$ cat src/rtl/masked_share_gen_pkg.sv
// Shared types and defaults for the operand-masking stage ahead of the masked adder.
// Holds the LFSR defaults and the share-set record carried by the output register.
package masked_share_gen_pkg;

    localparam int SHARE_N    = 4;
    localparam int LFSR_W_DEF = 16;

    localparam logic [15:0] SEED_DEF = 16'hACE1;
    // x^16 + x^14 + x^13 + x^11 + 1, Galois form
    localparam logic [15:0] TAPS_DEF = 16'hB400;

    typedef struct packed {
        logic [SHARE_N-1:0] a0;
        logic [SHARE_N-1:0] a1;
        logic [SHARE_N-1:0] b0;
        logic [SHARE_N-1:0] b1;
    } share_t;

    // Boolean masking: the mask itself is share 1, the masked operand is share 0.
    function automatic share_t mask_operands(
        input logic [SHARE_N-1:0] a,
        input logic [SHARE_N-1:0] b,
        input logic [SHARE_N-1:0] ma,
        input logic [SHARE_N-1:0] mb
    );
        share_t s;
        s.a0 = a ^ ma;
        s.a1 = ma;
        s.b0 = b ^ mb;
        s.b1 = mb;
        return s;
    endfunction

endpackage

$ cat src/rtl/masked_share_gen_share_lfsr.sv
// Free-running Galois LFSR mask source; output is the current state, no latency.
// Reseed takes priority over advance; a zero seed falls back to SEED so the state is never zero.
module share_lfsr #(
    parameter int              W    = 16,
    parameter logic [W-1:0]    SEED = 16'hACE1,
    parameter logic [W-1:0]    TAPS = 16'hB400
) (
    input  logic         clk,
    input  logic         rst,
    input  logic         seed_load,
    input  logic [W-1:0] seed_in,
    output logic [W-1:0] lfsr
);

    logic [W-1:0] lfsr_q;
    logic [W-1:0] lfsr_step;

    assign lfsr_step = {1'b0, lfsr_q[W-1:1]} ^ (lfsr_q[0] ? TAPS : '0);

    always_ff @(posedge clk) begin
        if (rst) begin
            lfsr_q <= SEED;
        end else if (seed_load) begin
            lfsr_q <= (seed_in == '0) ? SEED : seed_in;
        end else begin
            lfsr_q <= lfsr_step;
        end
    end

    assign lfsr = lfsr_q;

endmodule

$ cat src/rtl/masked_share_gen.sv
// Splits plain operands into Boolean share pairs; 1-cycle latency accept -> out_valid.
// One-entry output register: holds while out_ready is low, streams at full rate otherwise.
module masked_share_gen
    import masked_share_gen_pkg::*;
#(
    parameter int                 N      = SHARE_N,
    parameter int                 LFSR_W = LFSR_W_DEF,
    parameter logic [LFSR_W-1:0]  SEED   = LFSR_W'(SEED_DEF),
    parameter logic [LFSR_W-1:0]  TAPS   = LFSR_W'(TAPS_DEF)
) (
    input  logic              clk,
    input  logic              rst,
    input  logic              in_valid,
    output logic              in_ready,
    input  logic [N-1:0]      a,
    input  logic [N-1:0]      b,
    input  logic              seed_load,
    input  logic [LFSR_W-1:0] seed_in,
    output logic              out_valid,
    input  logic              out_ready,
    output logic [N-1:0]      a0,
    output logic [N-1:0]      a1,
    output logic [N-1:0]      b0,
    output logic [N-1:0]      b1,
    output logic [15:0]       txn_cnt
);

    if (2 * N > LFSR_W) begin : g_bad_width
        $error("masked_share_gen: 2*N must not exceed LFSR_W");
    end
    if (N != SHARE_N) begin : g_bad_share_w
        $error("masked_share_gen: N must match the package share width");
    end
    if (SEED == '0) begin : g_bad_seed
        $error("masked_share_gen: SEED must be non-zero");
    end

    logic [LFSR_W-1:0] lfsr_val;
    logic [N-1:0]      ma;
    logic [N-1:0]      mb;
    logic              accept;
    share_t            share_q;
    logic              out_valid_q;
    logic [15:0]       txn_cnt_q;

    share_lfsr #(
        .W    (LFSR_W),
        .SEED (SEED),
        .TAPS (TAPS)
    ) u_lfsr (
        .clk       (clk),
        .rst       (rst),
        .seed_load (seed_load),
        .seed_in   (seed_in),
        .lfsr      (lfsr_val)
    );

    // Masks come from the pre-update LFSR value, so a concurrent reseed never affects this set.
    assign ma = lfsr_val[N-1:0];
    assign mb = lfsr_val[2*N-1:N];

    if (2 * N < LFSR_W) begin : g_lfsr_hi
        logic unused_lfsr_hi;
        assign unused_lfsr_hi = ^lfsr_val[LFSR_W-1:2*N];
    end

    assign in_ready = !rst && (!out_valid_q || out_ready);
    assign accept   = in_valid && in_ready;

    always_ff @(posedge clk) begin
        if (rst) begin
            out_valid_q <= 1'b0;
            share_q     <= '0;
            txn_cnt_q   <= '0;
        end else if (accept) begin
            out_valid_q <= 1'b1;
            share_q     <= mask_operands(a, b, ma, mb);
            txn_cnt_q   <= txn_cnt_q + 16'd1;
        end else if (out_ready) begin
            // Drain without refill: shares keep their last value, only valid drops.
            out_valid_q <= 1'b0;
        end
    end

    assign out_valid = out_valid_q;
    assign a0        = share_q.a0;
    assign a1        = share_q.a1;
    assign b0        = share_q.b0;
    assign b1        = share_q.b1;
    assign txn_cnt   = txn_cnt_q;

endmodule

$ cat config.mk
export PLATFORM = sky130hd
export DESIGN_NAME = masked_share_gen
export DESIGN_NICKNAME = d
export VERILOG_FILES = /design/src/rtl/masked_share_gen_pkg.sv /design/src/rtl/masked_share_gen_share_lfsr.sv /design/src/rtl/masked_share_gen.sv
export SDC_FILE = /design/constraint.sdc
export NUM_CORES = 1
export LEC_CHECK = 0
export CAP_MARGIN = 20
export CORE_MARGIN = 1.5
export CORE_UTILIZATION = 45
export CTS_CLUSTER_DIAMETER = 50
export DETAILED_ROUTE_END_ITERATION = 10
export PLACE_DENSITY = 0.87
export SYNTH_ARGS = -nofsm -noshare
export SYNTH_HDL_FRONTEND = slang
export SYNTH_SLANG_ARGS = --single-unit
$ cat constraint.sdc
create_clock -name clk -period 2 [get_ports clk]
set_clock_uncertainty 0.1 [all_clocks]
set_input_delay 0.4 -clock clk [delete_from_list [all_inputs] [get_ports clk]]
set_output_delay 0.4 -clock clk [all_outputs]
set_load 0.005 [all_outputs]
==> metrics.txt <==
status=finished, final reports clean; NetSw=480 uW; Hold Slack=0.365 ns; gpl congestion=0.831; initial antenna violation count=0; Sequential Power Share=55.0%; GR Util met1=27.3%; Reg2Reg Setup Slack=0.20 ns; commonest cells after routing, fill and taps aside=clkdlybuf4s50_1 (60), dfxtp_1 (49), nand2_1 (32); via/cell ratio=5.40; clock share of power=29.2%; hold_sp=a1[0]; commonest non-fill, non-tap cell in the layout=clkdlybuf4s50_1; Final ANT Viol Nets=0; RSZ-0062 raised after global routing=no; Final min period=1.97 ns; max-slew violations=0; DRT Pass-1 Iters=4; Pint=1.46 mW; critical path type=in2reg; # DRC=0; GRT overflow=0; Final Hold Fails=0; Max VDD drop=0.000444 V; Power Total=1.94 mW; largest net degree at the start of global routing=23; Ys Warns=0; final setup fails=0; Mapped Area=0.00202 mm2; hold buffers post-CTS=0; initial DRC count=153; CP endpoint kind=flip-flop; Mapped Nets=253; die width=70.0 um; slew margin rel.=75.5%; Worst Hold Endpoint=a1[0]; period utilisation layout=98.5%; worst r2r dst=txn_cnt[13]; Leak=1.10 nW; highest clock rate=0.507 GHz; via count=1921; Worst Path Required=2.15 ns; Placed Instances=349; count of state elements after synthesis=49; global-route wire length before repair=8530 um; WL final=5130 um; CTS tree=done; Max-cap violations=0; worst-margin pin slew=0.364 ns; Setup crit start kind=input port; clk buf depth=2; H-Tree Depth=2; synthesis-to-finish area growth=47.0%; row cnt=24; layout cells sized above 1=14.5%; fin cells=356; n_diodes=0; vias in the first global route=1847; clock root cell=clkbuf_8; Post-Syn Instances=223; Netlist cell types=33; Nets=334; HPWL after DPL=3790 um; average size of a mapped cell=9.06 um2; worst path arrival time=2.12 ns; GRT Total Usage=21.8%; Hold Path Class=reg2reg; Initial Util=46.7%; Seq/Total Area, Yosys=48.5%; Port Buffer Count=62; Die Height=70.0 um; Logic pwr share=15.7%; cell area power density=653 mW/mm2; Crit Path Max Fanout=8; io pins=63; R2R cell count=4; core area=0.00432 mm2; Worst-path clk slew=0.09 ns; R2R Path Start=txn_cnt[0]; grt met2 use=37.2%; TritonCTS Buffers=5; CTS Sinks=49; grt met3 use=5.77%; die area=0.00490 mm2; Clk Latency, worst-skew pair=0.30 ns; Post-CTS Setup Bufs=0; Wirelength per Cell=14.4 um; hold path depth=2; gr busiest metal=met2; Sw Share=24.8%
==> power groups by stage <==
stage	clock (mW)	combinational (mW)	sequential, mW
after floorplan	0	0.118	1.08
after global placement	0	0.294	1.09
after detailed placement	0	0.302	1.09
after CTS	0.570	0.302	1.07
after global routing	0.615	0.332	1.07
final	0.567	0.305	1.07
==> area by class of cell <==
type                    instances  area (um2)
clock inverters                 2        16.3
repair buffers                 88         838
well taps                      52        65.1
fillers                       346        1350
clock buffers                   5        68.8
flip-flops and latches         49         981
multi-input cells             157         990
inverters                       3        11.3
==> cell usage after synthesis <==
cell | n | share of area (%)
or3_1 | 3 | 0.93
o21a_1 | 1 | 0.37
and4_1 | 1 | 0.43
o21ai_0 | 19 | 4.7
a21oi_1 | 6 | 1.5
inv_1 | 3 | 0.56
nor4b_1 | 1 | 0.43
nand2_1 | 32 | 5.9
nor2_1 | 19 | 3.5
buf_1 | 1 | 0.19
o311ai_0 | 3 | 1.3
nand2b_4 | 1 | 0.68
dfxtp_1 | 49 | 49
nand4_1 | 2 | 0.62
xnor2_1 | 14 | 6.1
buf_6 | 2 | 1.1
mux2i_1 | 7 | 3.5
clkbuf_1 | 11 | 2.0
nor2b_4 | 1 | 0.68
o41ai_1 | 3 | 1.3
o41ai_4 | 1 | 1.4
or3_4 | 1 | 0.56
ha_1 | 1 | 0.62
or4_1 | 7 | 2.6
nor4_1 | 3 | 0.93
o22ai_1 | 8 | 2.5
nor2b_1 | 1 | 0.31
and3_1 | 1 | 0.31
o31ai_1 | 3 | 1.1
or2b_1 | 1 | 0.37
nand3_1 | 13 | 3.2
xor2_1 | 3 | 1.3
o31a_1 | 1 | 0.43
==> critical path: stages <==
cell             delay (ns)
clkdlybuf4s50_1        0.45
or4_4                  0.57
o41ai_4                0.33
buf_4                  0.20
o22ai_1                0.09
nand2_1                0.07
==> how the worst max path moves through the flow <==
stage	slack, ns	cells after the start	startpoint	end
2_1_floorplan	0.16	4	seed_in[9]	u_lfsr.lfsr[0]
3_3_place_gp	-0.24	6	seed_in[9]	u_lfsr.lfsr[15]
3_5_place_dp	-0.31	6	seed_in[9]	u_lfsr.lfsr[7]
4_1_cts	0.002	6	seed_in[9]	u_lfsr.lfsr[7]
5_1_grt	0.002	6	seed_in[14]	u_lfsr.lfsr[7]
6_report	0.03	6	seed_in[10]	u_lfsr.lfsr[7]
==> sequential cells by signal, indices dropped and copies added, names as in the netlist <==
| signal | count |
|---|---|
| b0 | 4 |
| a1 | 4 |
| a0 | 4 |
| u_lfsr.lfsr | 16 |
| txn_cnt | 16 |
| out_valid | 1 |
| b1 | 4 |
==> cells by family after synthesis <==
| logic type | Yosys count | synth area share [%] |
|---|---|---|
| AO/OA/AOI/OAI | 45 | 14.6 |
| XOR/XNOR | 17 | 7.37 |
| adder cells (fa/ha/maj) | 1 | 0.619 |
| buffers and inverters | 17 | 3.90 |
| flip-flops | 49 | 48.5 |
| multiplexers | 7 | 3.47 |
| AND/OR/NAND/NOR | 87 | 21.5 |
==> routing by layer <==
metal,wire length (um),share of wire (%),vias to the layer above
met4,52,1.0,0
li1,-,-,946
met2,2700,53,52
met1,2120,41,918
met3,251,4.9,5
met5,0,0,-
==> metrics by stage <==
| stage | area (um2) | TNS, ns | util, % | setup slack [ns] |
|---|---|---|---|---|
| CTS | 2940 | 0 | 68.0 | 0.00232 |
| detailed placement | 2860 | -4.68 | 66.1 | -0.313 |
| floorplan | 2020 | 0 | - | 0.156 |
| global route | 2970 | 0 | 68.7 | 0.00168 |
| finish | 2970 | 0 | 68.7 | 0.0290 |
| global placement | 2860 | -3.45 | 66.1 | -0.239 |
==> repair_timing <==
item,CTS,global route
pin swaps,0,2
hold endpoints to repair,0,0
setup endpoints to repair,1,11
gates resized for setup,2,7
Note: power is estimated with default switching activity, not from simulation.
